**config.mk**
```make
export PLATFORM = sky130hd
export DESIGN_NAME = logic_unit_pipe_flat
export DESIGN_NICKNAME = d
export VERILOG_FILES = /design/src/rtl/logic_unit_pipe_if.sv /design/src/rtl/logic_unit_pipe.sv /design/src/flat_wrapper.sv
export SDC_FILE = /design/constraint.sdc
export NUM_CORES = 1
export LEC_CHECK = 0
export CAP_MARGIN = 10
export CORE_MARGIN = 4
export CORE_UTILIZATION = 48
export CTS_CLUSTER_SIZE = 30
export DETAILED_ROUTE_END_ITERATION = 16
export PLACE_DENSITY_LB_ADDON = 0.1
export SYNTH_ARGS = -nofsm -noshare
export SYNTH_HDL_FRONTEND = slang
export SYNTH_SLANG_ARGS = --single-unit
export TNS_END_PERCENT = 30
```
**constraint.sdc**
```tcl
create_clock -name clk -period 2.3 [get_ports clk]
set_clock_uncertainty 0.1 [all_clocks]
set_input_delay 0.46 -clock clk [delete_from_list [all_inputs] [get_ports clk]]
set_output_delay 0.46 -clock clk [all_outputs]
set_load 0.03 [all_outputs]
```
**src/rtl/logic_unit_pipe_if.sv**
```systemverilog
// Handshake bus for logic_unit_pipe: operand/opcode input channel and result output channel.
// The slave modport is the pipeline's view; the master modport is the source/sink view.
interface logic_unit_pipe_if #(
  parameter int WIDTH = 8
);
  logic             in_valid;
  logic             in_ready;
  logic [WIDTH-1:0] a;
  logic [WIDTH-1:0] b;
  logic [2:0]       op;
  logic             out_valid;
  logic             out_ready;
  logic [WIDTH-1:0] y;
  logic             zero;
  logic             parity;
  logic [2:0]       op_q;

  modport master (
    output in_valid, a, b, op, out_ready,
    input  in_ready, out_valid, y, zero, parity, op_q
  );

  modport slave (
    input  in_valid, a, b, op, out_ready,
    output in_ready, out_valid, y, zero, parity, op_q
  );
endinterface

```
**src/rtl/logic_unit_pipe.sv**
```systemverilog
// Two-stage pipelined bitwise logic unit with valid/ready flow control,
// zero/parity flags on the result and a wrapping completed-transaction counter.
module logic_unit_pipe #(
  parameter int WIDTH = 8,
  parameter int CNT_W = 16
) (
  input  logic                clk,
  input  logic                rst_n,
  logic_unit_pipe_if.slave    bus,
  output logic [CNT_W-1:0]    txn_cnt
);

  logic             s1_valid;
  logic [WIDTH-1:0] s1_a;
  logic [WIDTH-1:0] s1_b;
  logic [2:0]       s1_op;

  logic             s2_valid;
  logic [WIDTH-1:0] s2_y;
  logic             s2_zero;
  logic             s2_parity;
  logic [2:0]       s2_op;

  logic [WIDTH-1:0] result;
  logic             s1_adv;
  logic             s2_adv;
  logic             out_fire;

  // A stage may take new contents when it is empty or its occupant is leaving this cycle.
  assign s2_adv   = !s2_valid || bus.out_ready;
  assign s1_adv   = !s1_valid || s2_adv;
  assign out_fire = s2_valid && bus.out_ready;

  assign bus.in_ready  = s1_adv;
  assign bus.out_valid = s2_valid;
  assign bus.y         = s2_y;
  assign bus.zero      = s2_zero;
  assign bus.parity    = s2_parity;
  assign bus.op_q      = s2_op;

  always_comb begin
    result = s1_a;
    case (s1_op)
      3'd0:    result = s1_a & s1_b;
      3'd1:    result = s1_a | s1_b;
      3'd2:    result = ~(s1_a & s1_b);
      3'd3:    result = ~(s1_a | s1_b);
      3'd4:    result = s1_a ^ s1_b;
      3'd5:    result = ~(s1_a ^ s1_b);
      3'd6:    result = ~s1_a;
      default: result = s1_a;
    endcase
  end

  always_ff @(posedge clk) begin
    if (!rst_n) begin
      s1_valid  <= 1'b0;
      s1_a      <= '0;
      s1_b      <= '0;
      s1_op     <= '0;
      s2_valid  <= 1'b0;
      s2_y      <= '0;
      s2_zero   <= 1'b0;
      s2_parity <= 1'b0;
      s2_op     <= '0;
      txn_cnt   <= '0;
    end else begin
      // Result registers only load on a real transaction so a stalled or drained output stays put.
      if (s2_adv) begin
        s2_valid <= s1_valid;
        if (s1_valid) begin
          s2_y      <= result;
          s2_zero   <= ~|result;
          s2_parity <= ^result;
          s2_op     <= s1_op;
        end
      end
      if (s1_adv) begin
        s1_valid <= bus.in_valid;
        if (bus.in_valid) begin
          s1_a  <= bus.a;
          s1_b  <= bus.b;
          s1_op <= bus.op;
        end
      end
      if (out_fire) begin
        txn_cnt <= txn_cnt + CNT_W'(1);
      end
    end
  end

endmodule

```
**src/flat_wrapper.sv**
```systemverilog
// flat-port wrapper written by rule: the top's interface ports become plain ports
module logic_unit_pipe_flat 
#(
  parameter int WIDTH = 8,
  parameter int CNT_W = 16
)
  (clk, rst_n, txn_cnt, bus_in_valid, bus_a, bus_b, bus_op, bus_out_ready, bus_in_ready, bus_out_valid, bus_y, bus_zero, bus_parity, bus_op_q);
  logic_unit_pipe_if #(.WIDTH(WIDTH)) bus_i ();
  input  logic clk;
  input  logic rst_n;
  output logic [CNT_W-1:0] txn_cnt;
  input wire logic [$bits(bus_i.in_valid)-1:0] bus_in_valid;
  input wire logic [$bits(bus_i.a)-1:0] bus_a;
  input wire logic [$bits(bus_i.b)-1:0] bus_b;
  input wire logic [$bits(bus_i.op)-1:0] bus_op;
  input wire logic [$bits(bus_i.out_ready)-1:0] bus_out_ready;
  output wire logic [$bits(bus_i.in_ready)-1:0] bus_in_ready;
  output wire logic [$bits(bus_i.out_valid)-1:0] bus_out_valid;
  output wire logic [$bits(bus_i.y)-1:0] bus_y;
  output wire logic [$bits(bus_i.zero)-1:0] bus_zero;
  output wire logic [$bits(bus_i.parity)-1:0] bus_parity;
  output wire logic [$bits(bus_i.op_q)-1:0] bus_op_q;
  assign bus_i.in_valid = bus_in_valid;
  assign bus_i.a = bus_a;
  assign bus_i.b = bus_b;
  assign bus_i.op = bus_op;
  assign bus_i.out_ready = bus_out_ready;
  assign bus_in_ready = bus_i.in_ready;
  assign bus_out_valid = bus_i.out_valid;
  assign bus_y = bus_i.y;
  assign bus_zero = bus_i.zero;
  assign bus_parity = bus_i.parity;
  assign bus_op_q = bus_i.op_q;
  logic_unit_pipe #(.WIDTH(WIDTH), .CNT_W(CNT_W)) u_core (.clk(clk), .rst_n(rst_n), .bus(bus_i), .txn_cnt(txn_cnt));
endmodule
```
# [Yosys cells after proc, flatten, opt, wreduce, memory -nomap -nowiden]
# Cells that the tools add are included.
[word_totals] ff_bits=50 word_cells=36
[op_classes] reduce_logical=11 mux=1 add_sub_neg=1 n_eq_ne=6 bitwise_logic=7
[ops] op="8-bit one-hot mux with 7 select lines" n=1
[ops] op="8-bit inverter" n=4
[ops] op="16-bit by 1-bit adder with 16-bit output (second input constant)" n=1
[ops] op="3-bit == test (second input constant)" n=3
[ops] op="8-bit AND" n=1
[ops] op="8-bit OR" n=1
[ops] op="8-bit OR reduction" n=1
[ops] op="8-bit parity" n=1
[ops] op="8-bit XOR" n=1
[ops] op="3-bit by 2-bit == test with 1-bit output (second input constant)" n=2
[ops] op="2-bit AND reduction" n=2
[ops] op="3-bit by 1-bit == test with 1-bit output (second input constant)" n=1
[ops] op="1-bit logical NOT" n=3
[ops] op="3-bit logical NOT" n=1
[ops] op="1-bit logical OR" n=2
[ops] op="1-bit logical AND" n=1

# [Longest topological paths before layout]
# Gate-level depths: netlist of the first run.
[depth] ltp_word=5 ltp_mapped=11

# [Worst setup path before layout of the first run]
# No wires, ideal clock.
[synth_path] kind="reg-to-reg" start="reg u_core.s1_op[1]" end="reg u_core.s2_parity (netlist: u_core.bus.parity)" path_slack_ps=147 arrival_time_ps=1937 path_stages_with_launch=11 t_required_ps=2084 path_cell_list="dfxtp_1 > buf_2 > clkbuf_1 > o221ai_1 > o21ai_0 > nand2_1 > ha_1 > xnor2_1 > xnor2_1 > nand2_1 > o211a_1"
[synth_between] elab_chain_cells=3 elab_cells_between_ends=9 classes_between="eq/ne (6); mux (1); reduce/logical (2)"
[synth_rtl] item="start, declared" line="logic_unit_pipe.sv:16" text="logic [2:0] s1_op;"
[synth_rtl] item="start signal, assigned" line="logic_unit_pipe.sv:83" text="s1_op <= bus.op;"
[synth_rtl] item="3-bit == test (tied with other cells)" line="logic_unit_pipe.sv:43" text="case (s1_op)"
[synth_rtl] item="8-bit one-hot mux with 7 select lines *" line="logic_unit_pipe.sv:43"
[synth_rtl] item="8-bit parity *" line="logic_unit_pipe.sv:74" text="s2_parity <= ^result;"
[synth_rtl] item="end signal, assigned" line="logic_unit_pipe.sv:74"
[synth_rtl] item="end, declared" line="logic_unit_pipe.sv:21" text="logic s2_parity;"
# Mark *: on every way between the ends. The rest lies on a longest branch, timed or not.
# A chain may end at the register's enable or synchronous reset.

# [Worst setup path in the final report of the first run]
[layout_path] start="reg u_core.s1_a[0]" end="reg u_core.s2_parity (netlist: u_core.bus.parity)"
[layout_between] elab_chain_cells=4 elab_cells_between_ends=9 classes_between="mux (1); bitwise (7); reduce/logical (1)"
[layout_rtl] item="start, declared" line="logic_unit_pipe.sv:14" text="logic [WIDTH-1:0] s1_a;"
[layout_rtl] item="start signal, assigned" line="logic_unit_pipe.sv:81" text="s1_a <= bus.a;"
[layout_rtl] item="8-bit XOR (tied with other cells)" line="logic_unit_pipe.sv:48, logic_unit_pipe.sv:49"
[layout_rtl] item="8-bit inverter (on tied branches)" line="logic_unit_pipe.sv:49, logic_unit_pipe.sv:46, logic_unit_pipe.sv:47"
[layout_rtl] item="8-bit one-hot mux with 7 select lines *" line="logic_unit_pipe.sv:43"
[layout_rtl] item="8-bit parity *" line="logic_unit_pipe.sv:74"
# Marks and branches as above.

==> results of run 1 <==
## registers in the layout (all words and copies together) (netlist names)
signal	flops
u_core.txn_cnt	16
u_core.bus.y	8
u_core.s1_a	8
u_core.s1_b	8
u_core.bus.op_q	3
u_core.s1_op	3
u_core.bus.out_valid	1
u_core.bus.parity	1
u_core.bus.zero	1
u_core.s1_valid	1
## worst max path at each step
stage	to	slack, ns	cells after the start
3_3_place_gp	u_core.bus.parity$_SDFFE_PN0P_	-0.004	10
4_1_cts	u_core.bus.parity$_SDFFE_PN0P_	0.004	11
5_1_grt	u_core.bus.parity$_SDFFE_PN0P_	-0.04	11
3_5_place_dp	u_core.bus.parity$_SDFFE_PN0P_	-0.06	10
6_report	u_core.bus.parity$_SDFFE_PN0P_	0.1	11
2_1_floorplan	u_core.bus.parity$_SDFFE_PN0P_	0.15	10
## repair_timing
action / 4_1_cts / 5_1_grt
resized for setup: 4 / 24
hold endpoints to repair: 0 / 0
endpoints found under the setup margin: 1 / 1
cloned: 0 / 0
pin swaps: 1 / 12
setup buffers: 0 / 2
## cells by family (layout without fill, tap and decap cells)
group                    after synthesis  in the layout  synth area share, %
buffers and inverters                 40            113                5.729
XOR/XNOR                              17             17                4.940
multiplexers                          39             39                13.28
adder cells (fa/ha/maj)               21             21                8.717
AO/OA/AOI/OAI                         55             55                13.24
AND/OR/NAND/NOR                      120            120                20.88
flip-flops                            50             50                33.21
## cells in the final DEF, fill, tap and decap left out, types with 2 or more instances in the layout
cell type | netlist | final
nand2_1 | 61 | 61
clkdlybuf4s50_1 | 0 | 52
dfxtp_1 | 50 | 40
mux2i_1 | 31 | 30
buf_4 | 4 | 30
a21boi_0 | 25 | 25
inv_1 | 21 | 21
and2_1 | 15 | 15
ha_1 | 21 | 14
xnor2_1 | 11 | 9
dfxtp_2 | 0 | 9
nand2b_1 | 8 | 8
mux2_2 | 8 | 8
nand3_1 | 6 | 6
xor2_1 | 6 | 6
o21ai_0 | 9 | 6
ha_4 | 0 | 6
a21oi_1 | 5 | 5
nor2b_1 | 5 | 5
clkbuf_8 | 0 | 5
and3_1 | 4 | 4
o221ai_1 | 3 | 3
o21ai_1 | 0 | 3
a32oi_1 | 3 | 3
nor3_1 | 3 | 3
a41o_1 | 3 | 3
nand4_1 | 3 | 3
nor2_1 | 2 | 2
nand3b_1 | 2 | 2
a221oi_2 | 0 | 2
and4_1 | 2 | 2
xnor2_2 | 0 | 2
a21boi_1 | 2 | 2
nor4_1 | 2 | 2
## final cells by class
class	count	area share, %
Multi-Input combinational cell	252	48.67
Inverter	21	1.968
Timing Repair Buffer	84	19.49
Clock inverter	2	0.3436
Tap cell	75	2.343
Sequential cell	50	25.37
Clock buffer	6	1.812
## synthesized netlist by cell type, drive strengths merged (4+ instances only)
library cell / instances
nand2: 62
dfxtp: 50
mux2i: 31
a21boi: 27
ha: 21
inv: 21
and2: 15
buf: 11
xnor2: 11
o21ai: 9
clkbuf: 8
mux2: 8
nand2b: 8
nand3: 7
xor2: 6
a21oi: 5
nor2b: 5
and3: 4
nand4: 4
nor4: 4
## critical path: stages (launching register included)
cell and delay [ns]:
dfxtp_1 0.32, buf_4 0.14, ha_1 0.21, mux2i_1 0.18
o221ai_1 0.14, o21ai_1 0.14, nand2_1 0.13, ha_4 0.27
xnor2_2 0.13, xnor2_1 0.16, nand2_1 0.07, o211a_1 0.12
## per-stage QoR
stage	std cells	hold WS (ns)	area [sq um]
finish	490	0.3770	4005
global route	490	0.4114	4005
CTS	488	0.3790	3864
detailed placement	480	0.3641	3772
global placement	480	0.3578	3772
floorplan	342	0.3572	3014
## power by group through the flow
stage	combinational (uW)	clock (uW)	sequential, uW
after CTS	443	540	923
after global routing	551	567	929
final	501	513	924
after detailed placement	439	0	942
after floorplan	249	0	970
after global placement	429	0	942
## per-layer routing
metal / vias up / track usage, %
met1: 1199 / 23.03
met5: - / 0
met4: 0 / 5.021
met2: 35 / 30.14
met3: 6 / 3.879
li1: 1314 / -
==> reports/metrics.yaml, run 1 <==
floorplan:
  num_rows: 28
  fp.coreArea_sq_mm: 0.005991
  fp.dieW_microns: 87.25
  start_util_pct: 50.31
  die_h_microns: 87.25
  io_pins: 54
  design.die.area_sq_mm: 0.007612
cts:
  cts_buffers: 5
  cts.sinks: 50
  cts-root-buf: "clkbuf_8"
  cts_max_path_buffers: 2
  clk_latency_ns: 0.30
  htree_levels: 2
  cts_tree: "yes"
  clk_pin_slew_ns: 0.09
  hold_buffers: 0
critical_path:
  timing.rr.end: "u_core.bus.parity$_SDFFE_PN0P_"
  cp.required_ns: 2.40
  reg2reg_from: "u_core.s1_a[0]$_SDFFE_PN0P_"
  r2r_slack_ns: 0.1
  r2r_cells: 11
  critPathLaunch: "u_core.s1_a[0]$_SDFFE_PN0P_"
  crit_path_start_kind: "flop"
  arrival_ns: 2.31
  critPathMaxFanout: 4
  cp-end-kind: "flop"
  worstSetupPathType: "flop to flop"
final_layout:
  areaGrowthSynthToFinish_pct: 32.88
  drive_gt1_share_pct: 18.07
  multiInputGateArea_sq_mm: 0.001949
  register_area_sq_mm: 0.001016
  fillCellCount: 520
  fin_util_pct: 66.85
  insertedDiodeCount: 0
  nNetsFinal: 458
power_and_ir_drop:
  ir_drop_uv: 347.4
  powerDensity_mw_per_mm2: 483.8
  clockPowerShare_pct: 26.5
  leakagePower_uw: 0.001607
  p_int_uw: 1380
  power_frac_seq_pct: 47.7
  switching_share_pct: 28.78
  share_comb_of_total_power_pct: 25.9
  p_total_uw: 1938
  switchingPower_uw: 557.6
logic_synthesis:
  async_flop_share_pct: 0
  netlist_area_sq_mm: 0.003014
  synth_cell_types: 40
  avgSynthCellArea_sq_um: 8.813
  ys_ff_latch: 50
  synth_area_leaders: "dfxtp_1 (33%), mux2i_1 (10%), ha_1 (8.7%), nand2_1 (7.6%), a21boi_0 (6.2%)"
  ys.flop_type: "dfxtp_1"
  synth_largest_area_cell: "dfxtp_1"
  synth_cells: 342
  synth_edf_count: 0
  ys_seq_area_share_pct: 33.21
  yosys.area.top_type_share_pct: 33.21
  syn-num-nets: 386
  yosys_warnings: 0
global_route:
  track_usage_pct: 17.92
  overflow: 0
  grt_start_max_net_pins: 37
  grt_pass1_vias: 2519
  grt_antenna_before_repair: 0
  grt_pass1_wl_mm: 11.10
route:
  firstDrtPassIters: 4
  wire_per_inst_microns: 13.52
  viasPerCell: 5.212
  top_layer_used: "met4"
  finalWirelength_mm: 6.624
  met3_length_microns: 246
  wl_met2_mm: 3.086
  m1WireLength_mm: 3.227
  via_count: 2554
  ant_nets: 0
  drtIter0Drc: 79
  drc: 0
worst_hold_path:
  hold_path.class: "flop to flop"
  hp-start: "u_core.s1_b[2]$_SDFFE_PN0P_"
  hold_depth: 2
  min_delay_worst_endpoint: "u_core.s1_b[2]$_SDFFE_PN0P_"
run_status:
  status: "complete, no violations"
sta:
  slew_violations: 0
  worst-slew-pin-transition_ns: 0.7428
  setup_ws_ns: 0.09667
  final.min_clock_period_ns: 2.203
  slew_headroom_pct: 50.48
  period_share_pct: 95.80
  tns_ns: 0
  finalHoldViolCount: 0
  setup_viol: 0
  max_freq_mhz: 453.9
placement:
  port-buffer-count: 53
  dp_hpwl_mm: 4.736
  dp_worst_setup_slack_ns: -0.05830
  gp_congestion: 0.7640
job:
  maxCapViolations: 0
No activity file was read; power rests on OpenSTA's default activity.
==> run 2, diff against run 1 <==
--- a/config.mk
+++ b/config.mk
@@ -5,9 +5,9 @@
 export SDC_FILE = /design/constraint.sdc
 export NUM_CORES = 1
 export LEC_CHECK = 0
-export CAP_MARGIN = 10
 export CORE_MARGIN = 4
 export CORE_UTILIZATION = 48
+export CTS_CLUSTER_DIAMETER = 40
 export CTS_CLUSTER_SIZE = 30
 export DETAILED_ROUTE_END_ITERATION = 16
 export PLACE_DENSITY_LB_ADDON = 0.1
==> results of run 2 <==
No change in the layout: final DEF, timing and power equal those of run 1.
==> run 3, diff against run 2 <==
--- a/config.mk
+++ b/config.mk
@@ -6,7 +6,7 @@
 export NUM_CORES = 1
 export LEC_CHECK = 0
 export CORE_MARGIN = 4
-export CORE_UTILIZATION = 48
+export CORE_UTILIZATION = 40
 export CTS_CLUSTER_DIAMETER = 40
 export CTS_CLUSTER_SIZE = 30
 export DETAILED_ROUTE_END_ITERATION = 16
==> reports/metrics.yaml, run 3 (synthesized netlist as in run 1, its figures left out) <==
final_layout:
  insertedDiodeCount: 0
  regMostFlops: "u_core.txn_cnt"
  nNetsFinal: 462
  final_common_cell: "nand2_1"
  largest_register_ffs: 16
  design_area_sq_mm: 0.004200
  layout_common_cells: "nand2_1 (61), clkdlybuf4s50_1 (52), dfxtp_1 (38)"
  fillCellCount: 701
  drive_gt1_share_pct: 19.57
  areaGrowthSynthToFinish_pct: 39.35
critical_path:
  cp-end-kind: "flop"
  timing.rr.end: "u_core.bus.parity$_SDFFE_PN0P_"
  arrival_ns: 2.30
  crit_path_start_kind: "flop"
  r2r_cells: 11
  critPathMaxFanout: 2
  r2r_slack_ns: 0.12
  endpoint: "u_core.bus.parity$_SDFFE_PN0P_"
  critPathLaunch: "u_core.s1_b[7]$_SDFFE_PN0P_"
  worstSetupPathType: "flop to flop"
  cp.required_ns: 2.42
  reg2reg_from: "u_core.s1_b[7]$_SDFFE_PN0P_"
placement:
  port-buffer-count: 53
  gp_congestion: 0.7831
  dp_hpwl_mm: 4.858
  dpl_cell_area_sq_mm: 0.003857
power_and_ir_drop:
  leakagePower_uw: 0.001673
  share_comb_of_total_power_pct: 24.7
  powerDensity_mw_per_mm2: 502.0
  p_int_uw: 1519
  ir_drop_uv: 252.0
  power_frac_seq_pct: 44.1
  clockPowerShare_pct: 31.2
  switchingPower_uw: 590.2
  switching_share_pct: 27.99
cts:
  hold_buffers: 0
  cts_buffers: 5
  htree_levels: 2
  clk_pin_slew_ns: 0.11
  clk_latency_ns: 0.31
  cts_tree: "yes"
  cts-root-buf: "clkbuf_8"
  cts.sinks: 50
  cts_max_path_buffers: 2
sta:
  whs_ns: 0.3727
  period_share_pct: 94.75
  setup_viol: 0
  final.min_clock_period_ns: 2.179
  slew_violations: 0
  finalHoldViolCount: 0
  worst-slew-pin-transition_ns: 0.3371
  slew_headroom_pct: 77.08
  max_freq_mhz: 458.9
global_route:
  grt_pass1_vias: 2492
  grt_start_max_net_pins: 57
  grt_antenna_before_repair: 0
  track_usage_pct: 15.80
  overflow: 0
  grt_pass1_wl_mm: 11.34
route:
  drtIter0Drc: 62
  via_count: 2539
  ant_nets: 0
  firstDrtPassIters: 4
  drc: 0
  wire_per_inst_microns: 13.58
  finalWirelength_mm: 7.032
  viasPerCell: 4.902
floorplan:
  fp.dieW_microns: 94.81
  start_util_pct: 41.33
  io_pins: 54
  num_rows: 31
  design.die.area_sq_mm: 0.008988
  fp.coreArea_sq_mm: 0.007292
  die_h_microns: 94.81
worst_hold_path:
  hold_depth: 2
  hold_path.class: "flop to flop"
job:
  maxCapViolations: 0
run_status:
  status: "complete, no violations"
-- run 3: what timing repair did --
item	in CTS	in global routing
setup endpoints to repair	1	1
pin swaps	0	8
setup buffers	0	5
gates cloned	0	2
resized for setup	2	28
-- run 3: per-stage QoR --
step / power [uW] / TNS (ns) / setup WS, ns / std cells / utilization (%)
finish: 2109 / 0 / 0.1207 / 518 / 57.60
global route: 2214 / -0.01859 / -0.01859 / 518 / 57.60
CTS: 2067 / 0 / 0.003469 / 511 / 54.63
detailed placement: 1397 / -0.02579 / -0.02579 / 503 / 52.90
global placement: 1390 / 0 / 0.02559 / 503 / 52.90
floorplan: 1219 / 0 / 0.1470 / 342 / -
-- run 3: layer usage --
metal	routed length, microns	track usage, %	up-vias
li1	-	-	1323
met1	3380	19.77	1182
met2	3356	27.30	29
met3	226	3.586	5
met4	69	4.087	0
met5	0	0	-
-- run 3: worst min path at each step --
| stage | start | end | slack [ns] |
|---|---|---|---|
| floorplan | u_core.s1_valid$_SDFFE_PN0N_ | u_core.bus.out_valid$_SDFFE_PN0P_ | 0.36 |
| global route | u_core.s1_b[4]$_SDFFE_PN0P_ | u_core.s1_b[4]$_SDFFE_PN0P_ | 0.42 |
| global placement | u_core.txn_cnt[15]$_SDFFE_PN0P_ | u_core.txn_cnt[15]$_SDFFE_PN0P_ | 0.36 |
| CTS | u_core.txn_cnt[15]$_SDFFE_PN0P_ | u_core.txn_cnt[15]$_SDFFE_PN0P_ | 0.38 |
| finish | u_core.txn_cnt[15]$_SDFFE_PN0P_ | u_core.txn_cnt[15]$_SDFFE_PN0P_ | 0.37 |
| detailed placement | u_core.bus.op_q[1]$_SDFFE_PN0P_ | u_core.bus.op_q[1]$_SDFFE_PN0P_ | 0.36 |
-- run 3: cell type report --
| class | instances | area, sq um | area share [%] |
|---|---|---|---|
| inverter | 21 | 78.83 | 1.877 |
| sequential | 50 | 1018 | 24.25 |
| clock inverter | 3 | 48.80 | 1.162 |
| tap | 99 | 123.9 | 2.949 |
| clock buffer | 5 | 68.82 | 1.638 |
| timing repair buffer | 88 | 913.4 | 21.75 |
| multi-input combinational | 252 | 1948 | 46.38 |
-- run 3: worst max-delay path, stage by stage, from the launching register on --
cell and delay (ns):
dfxtp_2 0.34, inv_1 0.04, ha_1 0.29, mux2_2 0.27
mux2i_1 0.14, mux2i_1 0.08, buf_4 0.15, ha_4 0.27
xnor2_2 0.10, xnor2_1 0.13, nand2_1 0.06, o211a_1 0.12
-- run 3: power by group through the flow --
stage	Clock (uW)	Sequential, uW	Combinational, uW
floorplan	0	970	249
global route	703	936	575
global placement	0	946	443
detailed placement	0	946	451
CTS	679	927	461
finish	657	930	522
